`config.mk`:
```
export PLATFORM = sky130hd
export DESIGN_NAME = mem_read_arbi_rr
export DESIGN_NICKNAME = d
export VERILOG_FILES = /design/src/rtl/mem_read_arbi_rr.sv
export SDC_FILE = /design/constraint.sdc
export NUM_CORES = 1
export LEC_CHECK = 0
export BUFFER_PORTS_ARGS = -buffer_cell sky130_fd_sc_hd__buf_4
export CORE_AREA = 2 2 198 200
export CTS_BUF_LIST = sky130_fd_sc_hd__clkbuf_8 sky130_fd_sc_hd__clkbuf_16
export DETAILED_ROUTE_END_ITERATION = 10
export DIE_AREA = 0 0 200 202
export MAX_ROUTING_LAYER = met4
export PLACE_DENSITY_LB_ADDON = 0.1
export SLEW_MARGIN = 20
export SYNTH_ARGS = -nofsm -noshare
export SYNTH_HDL_FRONTEND = slang
export SYNTH_SLANG_ARGS = --single-unit
```
`constraint.sdc`:
```
create_clock -name mem_clk -period 2.8 [get_ports mem_clk]
set_input_delay 0.56 -clock mem_clk [delete_from_list [all_inputs] [get_ports mem_clk]]
set_output_delay 0.56 -clock mem_clk [all_outputs]
set_load 0.02 [all_outputs]
```
`src/rtl/mem_read_arbi_rr.sv`:
```
// Four-channel round-robin read burst arbiter in front of a single memory controller read port.
// Optional read watchdog: define MEM_READ_ARBI_WDT_EN.
module mem_read_arbi_rr #(
    parameter int MEM_DATA_BITS = 64
) (
    input  logic                     mem_clk,
    input  logic                     rst,

    input  logic                     ch0_rd_burst_req,
    input  logic [9:0]               ch0_rd_burst_len,
    input  logic [23:0]              ch0_rd_burst_addr,
    output logic                     ch0_rd_burst_data_valid,
    output logic [MEM_DATA_BITS-1:0] ch0_rd_burst_data,
    output logic                     ch0_rd_burst_finish,

    input  logic                     ch1_rd_burst_req,
    input  logic [9:0]               ch1_rd_burst_len,
    input  logic [23:0]              ch1_rd_burst_addr,
    output logic                     ch1_rd_burst_data_valid,
    output logic [MEM_DATA_BITS-1:0] ch1_rd_burst_data,
    output logic                     ch1_rd_burst_finish,

    input  logic                     ch2_rd_burst_req,
    input  logic [9:0]               ch2_rd_burst_len,
    input  logic [23:0]              ch2_rd_burst_addr,
    output logic                     ch2_rd_burst_data_valid,
    output logic [MEM_DATA_BITS-1:0] ch2_rd_burst_data,
    output logic                     ch2_rd_burst_finish,

    input  logic                     ch3_rd_burst_req,
    input  logic [9:0]               ch3_rd_burst_len,
    input  logic [23:0]              ch3_rd_burst_addr,
    output logic                     ch3_rd_burst_data_valid,
    output logic [MEM_DATA_BITS-1:0] ch3_rd_burst_data,
    output logic                     ch3_rd_burst_finish,

    output logic                     rd_burst_req,
    output logic [9:0]               rd_burst_len,
    output logic [23:0]              rd_burst_addr,
    input  logic                     rd_burst_data_valid,
    input  logic [MEM_DATA_BITS-1:0] rd_burst_data,
    input  logic                     rd_burst_finish,
    output logic                     rd_timeout
);

    // Encoding is ordered so that (state - 1) = {channel, phase} for every non-IDLE state.
    typedef enum logic [4:0] {
        IDLE      = 5'd0,
        CH0_CHECK = 5'd1,  CH0_BEGIN = 5'd2,  CH0_READ = 5'd3,  CH0_END = 5'd4,
        CH1_CHECK = 5'd5,  CH1_BEGIN = 5'd6,  CH1_READ = 5'd7,  CH1_END = 5'd8,
        CH2_CHECK = 5'd9,  CH2_BEGIN = 5'd10, CH2_READ = 5'd11, CH2_END = 5'd12,
        CH3_CHECK = 5'd13, CH3_BEGIN = 5'd14, CH3_READ = 5'd15, CH3_END = 5'd16
    } state_t;

    state_t      state;
    state_t      state_next;

    logic [3:0]  ch_req;
    logic [9:0]  ch_len  [4];
    logic [23:0] ch_addr [4];
    logic [3:0]  ch_go;

    logic        state_ok;
    logic [3:0]  state_idx;
    logic [1:0]  cur_ch;
    logic        in_begin;
    logic        in_read;
    logic        in_end;
    logic [3:0]  rd_sel;
    logic [3:0]  end_sel;

    logic        finish_d0;
    logic        finish_d1;
    logic        wdt_abort;

    assign ch_req     = {ch3_rd_burst_req, ch2_rd_burst_req, ch1_rd_burst_req, ch0_rd_burst_req};
    assign ch_len[0]  = ch0_rd_burst_len;
    assign ch_len[1]  = ch1_rd_burst_len;
    assign ch_len[2]  = ch2_rd_burst_len;
    assign ch_len[3]  = ch3_rd_burst_len;
    assign ch_addr[0] = ch0_rd_burst_addr;
    assign ch_addr[1] = ch1_rd_burst_addr;
    assign ch_addr[2] = ch2_rd_burst_addr;
    assign ch_addr[3] = ch3_rd_burst_addr;

    always_comb begin
        for (int unsigned i = 0; i < 4; i++) begin
            ch_go[i] = ch_req[i] && (ch_len[i] != '0);
        end
    end

    assign state_ok  = (state != IDLE) && (state <= CH3_END);
    assign state_idx = 4'(state - 5'd1);
    assign cur_ch    = state_idx[3:2];
    assign in_begin  = state_ok && (state_idx[1:0] == 2'd1);
    assign in_read   = state_ok && (state_idx[1:0] == 2'd2);
    assign in_end    = state_ok && (state_idx[1:0] == 2'd3);

    always_comb begin
        rd_sel  = '0;
        end_sel = '0;
        rd_sel[cur_ch]  = in_read;
        end_sel[cur_ch] = in_end;
    end

    always_comb begin
        state_next = state;
        case (state)
            IDLE:      state_next = CH0_CHECK;
            CH0_CHECK: state_next = ch_go[0] ? CH0_BEGIN : CH1_CHECK;
            CH0_BEGIN: state_next = CH0_READ;
            CH0_READ:  state_next = finish_d1 ? CH0_END : (wdt_abort ? IDLE : CH0_READ);
            CH0_END:   state_next = CH1_CHECK;
            CH1_CHECK: state_next = ch_go[1] ? CH1_BEGIN : CH2_CHECK;
            CH1_BEGIN: state_next = CH1_READ;
            CH1_READ:  state_next = finish_d1 ? CH1_END : (wdt_abort ? IDLE : CH1_READ);
            CH1_END:   state_next = CH2_CHECK;
            CH2_CHECK: state_next = ch_go[2] ? CH2_BEGIN : CH3_CHECK;
            CH2_BEGIN: state_next = CH2_READ;
            CH2_READ:  state_next = finish_d1 ? CH2_END : (wdt_abort ? IDLE : CH2_READ);
            CH2_END:   state_next = CH3_CHECK;
            CH3_CHECK: state_next = ch_go[3] ? CH3_BEGIN : CH0_CHECK;
            CH3_BEGIN: state_next = CH3_READ;
            CH3_READ:  state_next = finish_d1 ? CH3_END : (wdt_abort ? IDLE : CH3_READ);
            CH3_END:   state_next = CH0_CHECK;
            default:   state_next = IDLE;
        endcase
    end

    always_ff @(posedge mem_clk or posedge rst) begin
        if (rst) begin
            state         <= IDLE;
            finish_d0     <= 1'b0;
            finish_d1     <= 1'b0;
            rd_burst_req  <= 1'b0;
            rd_burst_len  <= '0;
            rd_burst_addr <= '0;
        end else begin
            state     <= state_next;
            finish_d0 <= rd_burst_finish;
            finish_d1 <= finish_d0;
            if (in_begin) begin
                rd_burst_req  <= 1'b1;
                rd_burst_len  <= ch_len[cur_ch];
                rd_burst_addr <= ch_addr[cur_ch];
            end else if (wdt_abort || rd_burst_data_valid || rd_burst_finish) begin
                rd_burst_req  <= 1'b0;
            end
        end
    end

`ifdef MEM_READ_ARBI_WDT_EN
    logic [15:0] wdt_cnt;

    // A finish already in flight wins over the watchdog on the same cycle.
    assign wdt_abort = in_read && !finish_d1 && (wdt_cnt > 16'd8000);

    always_ff @(posedge mem_clk or posedge rst) begin
        if (rst) begin
            wdt_cnt    <= '0;
            rd_timeout <= 1'b0;
        end else begin
            rd_timeout <= wdt_abort;
            if ((state == IDLE) || in_begin) begin
                wdt_cnt <= '0;
            end else if (in_read && (wdt_cnt != '1)) begin
                wdt_cnt <= wdt_cnt + 16'd1;
            end
        end
    end
`else
    assign wdt_abort  = 1'b0;
    assign rd_timeout = 1'b0;
`endif

    assign ch0_rd_burst_data_valid = rd_sel[0] && rd_burst_data_valid;
    assign ch1_rd_burst_data_valid = rd_sel[1] && rd_burst_data_valid;
    assign ch2_rd_burst_data_valid = rd_sel[2] && rd_burst_data_valid;
    assign ch3_rd_burst_data_valid = rd_sel[3] && rd_burst_data_valid;

    assign ch0_rd_burst_data = rd_sel[0] ? rd_burst_data : '0;
    assign ch1_rd_burst_data = rd_sel[1] ? rd_burst_data : '0;
    assign ch2_rd_burst_data = rd_sel[2] ? rd_burst_data : '0;
    assign ch3_rd_burst_data = rd_sel[3] ? rd_burst_data : '0;

    assign ch0_rd_burst_finish = end_sel[0];
    assign ch1_rd_burst_finish = end_sel[1];
    assign ch2_rd_burst_finish = end_sel[2];
    assign ch3_rd_burst_finish = end_sel[3];

endmodule
```
==> Word-level counts from Yosys, hierarchy flattened <==
Cells that the tools add are included.
W data, S select, Z words.
{ "op_classes": {"reduce_logical": 22, "mux": 23, "addsub": 1, "n_bitwise": 3, "n_lt_le_gt_ge": 4, "n_eq_ne": 19} }
{ "op_table": {"columns": ["op", "count"], "rows": [
  ["$mux W64", 4],
  ["$pmux W5 S16", 1],
  ["$bmux W24 S2", 1],
  ["$mux W24", 2],
  ["$eq A5 B4 Y1 const B", 8],
  ["$reduce_bool A10 Y1", 4],
  ["$bmux W10 S2", 1],
  ["$eq A5 B3 Y1 const B", 4],
  ["$mux W10", 2],
  ["$logic_and A1 B1 Y1", 13],
  ["$mux W3", 4],
  ["$mux W4", 3],
  ["$eq A5 B2 Y1 const B", 2],
  ["$and A4 B4 Y4", 2],
  ["$eq A5 B1 Y1 const B", 1],
  ["$eq A5 B5 Y1 const B", 1],
  ["$le A5 B5 Y1 const B", 1],
  ["$logic_not A5 Y1", 1],
  ["$mux W5", 1],
  ["$reduce_bool A5 Y1", 1],
  ["$eq A2 B2 Y1 const B", 2],
  ["$sub A4 B1 Y4 const B", 1],
  ["$ge A3 B3 Y1 const B", 1],
  ["$lt A2 B3 Y1 const B", 1],
  ["8 further kinds", 10]
]} }
{ "totals": {"register_bits": 42, "out_inout_bits": 300, "in_bits": 208} }

==> Depth between registers and ports, before layout <==
{ "depth": {"ltp_word": 7, "ltp_mapped": 10} }

==> Worst setup path after synthesis <==
OpenSTA, ideal clock, no wires.
{ "synth_timing": {"path_type": "register to output", "from": "reg state[2]", "to": "out ch0_rd_burst_data[13]", "n_path_buf": 5, "path_slack_ps": -244, "t_arrival_ps": 2484, "stages_incl_launch_ff": 11, "t_required_ps": 2240, "cell_sequence": "dfrtp_1 > buf_2 > buf_4 > buf_2 > nor4_1 > ha_1 > nand3_1 > nor3_1 > clkbuf_1 > clkbuf_1 > and2_1"} }
{ "synth_between": {"elab_chain_cells": 7} }
{ "synth_lines": {"columns": ["item", "line", "text"], "rows": [
  ["start: declaration", "55", "state_t state;"],
  ["start signal: assignment", "139", "state <= state_next;"],
  ["$sub A4 B1 Y4", "93", "assign state_idx = 4'(state - 5'd1);"],
  ["$lt A2 B3 Y1 (implied by the code) / $ge A2 B1 Y1 (equally long branches)", "102", "rd_sel[cur_ch] = in_read;"],
  ["$logic_and A1 B1 Y1 (implied by the code)", "102", null],
  ["$mux W1 (implied by the code)", "102", null],
  ["$demux W1 S2", "102", null],
  ["$and A4 B4 Y4 (no source line) *", null, null],
  ["$mux W64 *", "181", "assign ch0_rd_burst_data = rd_sel[0] ? rd_burst_data : '0;"],
  ["end: declaration", "13", "output logic [MEM_DATA_BITS-1:0] ch0_rd_burst_data,"]
]} }
Every way passes the cells marked *; elsewhere a longest branch is shown, timed or not.

==> Worst setup path after layout <==
{ "layout_timing": {"from": "reg state[0]", "to": "out ch1_rd_burst_data[44]"} }
{ "layout_between": {"elab_chain_cells": 7} }
{ "layout_lines": {"columns": ["item", "line", "text"], "rows": [
  ["$sub A4 B1 Y4", "93", null],
  ["$lt A2 B3 Y1 (implied by the code) / $ge A2 B1 Y1 (equally long branches)", "102", null],
  ["$logic_and A1 B1 Y1 (implied by the code)", "102", null],
  ["$mux W1 (implied by the code)", "102", null],
  ["$demux W1 S2", "102", null],
  ["$and A4 B4 Y4 (no source line) *", null, null],
  ["$mux W64 *", "182", "assign ch1_rd_burst_data = rd_sel[1] ? rd_burst_data : '0;"],
  ["end: declaration", "20", "output logic [MEM_DATA_BITS-1:0] ch1_rd_burst_data,"]
]} }
Marked as above.

==> summary.md <==
| Metric | Value |
|---|---|
| Outcome | finished with violations |
| Violated checks | setup timing |
| Worst-case headroom to the max-slew limit | about 45% |
| Largest area contributor in the netlist | sky130_fd_sc_hd__and2_1 |
| Final cycle utilization of the critical path | 101% |
| TritonCTS clock tree | built |
| Top-Level Pins | ~510 |
| Chip height | slightly above 200 um |
| Primary FF master, synth | sky130_fd_sc_hd__dfrtp_1 |
| Mean Syn Cell Area | 8.74 um^2 |
| Post-Synthesis Net Count | 886 |
| Ys async rst share | 100% |
| Core Area | around 38000 um^2 |
| Kind of end point of the critical path | primary output |
| Mapped cell area | just under 6000 um^2 |
| Worst hold path type | in -> async |
| Final weighted congestion of routability-driven global placement | ~0.85 |
| Largest cells by area after synthesis | sky130_fd_sc_hd__and2_1 28%, sky130_fd_sc_hd__mux2i_1 23%, sky130_fd_sc_hd__dfrtp_1 18% |
| Number of antenna-violating nets in the routed design | 0 |
| Number of library cell types mapped by synthesis | 37 |
| Kind of critical path | reg -> out |
| Largest net degree at the start of global routing | 70 |
| Post-route cell area | 11400 um^2 |
| Number of warning messages in the yosys log | 0 |
| Synthesized instance count | approximately 680 |
| Hold violation total from the final report | 0 |
| Number of nets in the layout | about 1.4k |
| Worst endpoint required time | 2.24 ns |
| Final-report max-slew violation count | 0 |
| Pre-antenna DRT Iters | 4 |
| Max IR drop VDD | around 0.00028 V |
| DRC violations left | 0 |
| CP Cell Sequence | nor4_4, ha_1, nand3_2, buf_6, nor2_4, buf_12, buf_12, and2_2, buf_6 |
| Pwr Density | 731 nW/um^2 |
| Fin Setup TNS | -0.348 ns |
| Max Buffers Root-to-Sink | 2 |
| Post-synth EDFFs | 0 |
| Timing-limited maximum frequency | between 300 and 400 MHz |
| All-layer global routing usage | 16.1% |
| Cell class contributing the biggest share of worst-path delay | simple AND/OR/NAND/NOR gates |
| Horizontal die dimension | around 200 um |
| Fraction of layout cells with a size suffix above 1 | just under 70% |
| Sink Count | 42 |
| Maximum level of the CTS H-tree | 2 |
| Global-route wire length before repair | 47000 um |
| Register bit count reported by yosys | between 40 and 50 |
| Final critical path time including I/O delays and setup | about 2.8 ns |
| Root buf cell | sky130_fd_sc_hd__clkbuf_16 |
| Slowest cell on the critical path | sky130_fd_sc_hd__dfrtp_1 |
| Placed inst area | 10600 um^2 |
| Maximum Capacitance Violations | 0 |
| Part of the Yosys area used for sequential elements | around 18% |
| Via count of the first global-routing pass | about 7.3k |
| Effective utilization at floorplan | 15.4% |
| Arr. time, crit path | 2.27 ns |
| Final setup viols | 18 |
| Setup WS post-layout | -0.0267 ns |
| WHS | roughly 0.23 ns |
| Die Footprint | a little over 40000 um^2 |
| Leakage power of the design | about 5.5 nW |
| Worst stage delay on the critical path | between 0.4 and 0.5 ns |
| Final worst clock skew | 0.0115 ns |
| Clock buffers created by TritonCTS | 5 |
| Per-cell via count in the routed design | a little over 4 |
| Utilization of the core after routing | between 20% and 30% |
| Port Buf Inserts | 506 |
| Num rows | slightly above 70 |
| Total number of vias | 6837 |
| Synth-to-Final Area Change | 92.5% |
| Antenna violations before repair | 2 |
| Maximum fanout encountered on the critical timing path | 26 |
| Unrepaired setup endpoints after global routing | yes |
| Clk pin slew, worst setup/hold paths | roughly 0.08 ns |
| Global route total overflow | 0 |
| Initial drt markers | 227 |
| Skew-Pair Late Insertion Delay | 0.31 ns |
| Transition at the pin with the smallest max-transition slack | about 0.83 ns |
| Total length of routed wires | between 30000 and 40000 um |
| DP HPWL | ~27000 um |
| Final routed wire length divided by cell count | roughly 20 um |
| Critical Path Source Type | register |
| Number of buffers and inverters on the critical path | 4 |
| Area share of the largest cell type after synthesis | between 20% and 30% |
state kept, by name, summed over array words and instances, names as in the netlist:
signal	count
rd_burst_addr	24
rd_burst_len	10
state	5
finish_d0	1
finish_d1	1
rd_burst_req	1
through the flow:
stage	std cells	total power [mW]	setup WS, ns
2_1_floorplan	676	5.25	-0.0607
3_3_place_gp	1663	7.47	0.218
3_5_place_dp	1663	7.45	0.206
4_1_cts	1675	8.25	-0.0605
5_1_grt	1684	8.93	-0.108
6_report	1687	8.31	-0.0267
cell usage in the layout, fill, tap and decap left out, types with 2 or more instances in the layout:
master                      count
sky130_fd_sc_hd__ha_1           2
sky130_fd_sc_hd__or4_1          3
sky130_fd_sc_hd__a21oi_1        2
sky130_fd_sc_hd__nand2b_1       2
sky130_fd_sc_hd__a211oi_1       2
sky130_fd_sc_hd__clkbuf_16      9
sky130_fd_sc_hd__dfrtp_1       41
sky130_fd_sc_hd__nor2_1        11
sky130_fd_sc_hd__and2_2       161
sky130_fd_sc_hd__nand3_1        5
sky130_fd_sc_hd__and2_1        47
sky130_fd_sc_hd__inv_1          6
sky130_fd_sc_hd__nor2_4         3
sky130_fd_sc_hd__buf_6         97
sky130_fd_sc_hd__nand4_1        2
sky130_fd_sc_hd__nand2_1       38
sky130_fd_sc_hd__mux4_2        34
sky130_fd_sc_hd__a32oi_1        3
sky130_fd_sc_hd__mux2i_1      136
sky130_fd_sc_hd__and2_4        52
sky130_fd_sc_hd__buf_4        430
sky130_fd_sc_hd__nor4_1         6
sky130_fd_sc_hd__buf_12         8
sky130_fd_sc_hd__diode_2        5
sky130_fd_sc_hd__nor3_1         5
sky130_fd_sc_hd__buf_8          3
sky130_fd_sc_hd__a211o_1        2
sky130_fd_sc_hd__o21ai_1       34
per-layer routing:
metal  vias to the layer above  part of all wire [%]  GRT usage, %
met1                      3258                    40          18.1
met5                         -                     0             -
li1                       3302                     -             -
met3                        15                   6.5          3.20
met4                         0                  0.65          2.41
met2                       262                    53          29.6
area by class of cell:
cell class	instances	area, um^2
sequential	42	1050
fill	4117	26900
inverter	7	26.3
tap	518	648
timing repair buffer	543	4650
clock buffer	5	125
antenna	5	12.5
multi-input combinational	564	4840
clock inverter	3	17.5
cell families after synthesis:
family | synth area share, %
other cells | 0.0635
compound gates | 4.93
flops | 17.8
mux | 36.0
simple gates | 34.0
fa+ha+maj | 0.423
buf+inv | 6.80
path summary, 6_finish.rpt:
check                                      from                    end  slack (ns)  cells after the start
max in group asynchronous                   rst               state[2]        1.95                      3
worst min register to register        finish_d0              finish_d1        0.39                      0
worst max register to register         state[0]        rd_burst_len[1]        0.60                      6
worst max-delay path                   state[0]  ch1_rd_burst_data[44]       -0.03                      9
min in group mem_clk            rd_burst_finish              finish_d0        0.38                      1
worst min-delay path                        rst      rd_burst_addr[10]        0.23                      2
Yosys cell counts, drive strengths merged (2+ instances only):
library cell and number:
mux2i 136, buf 27, a32oi 3, nand3 6
ha 2, nand2 38, nor4 7, a211o 2
clkbuf 36, o21ai 35, or4 3, dfrtp 42
and2 260, mux4 34, nand4 2, nor2 15
a211oi 2, nand2b 2, nor3 6, a21oi 2
inv 6
report_power, final:
group / internal [mW] / switching [mW]
logic: 3.18 / 3.45
registers: 0.901 / 0.158
clock network: 0.329 / 0.287
total: 4.41 / 3.90
what timing repair did:
item / CTS / global route
hold buffers: 0 / 0
cloned: 1 / 5
setup buffers: 3 / 2
resized for setup: 43 / 114
setup endpoints to repair: 250 / 247
pin swaps: 10 / 21
(Power assumes the default switching activity.)
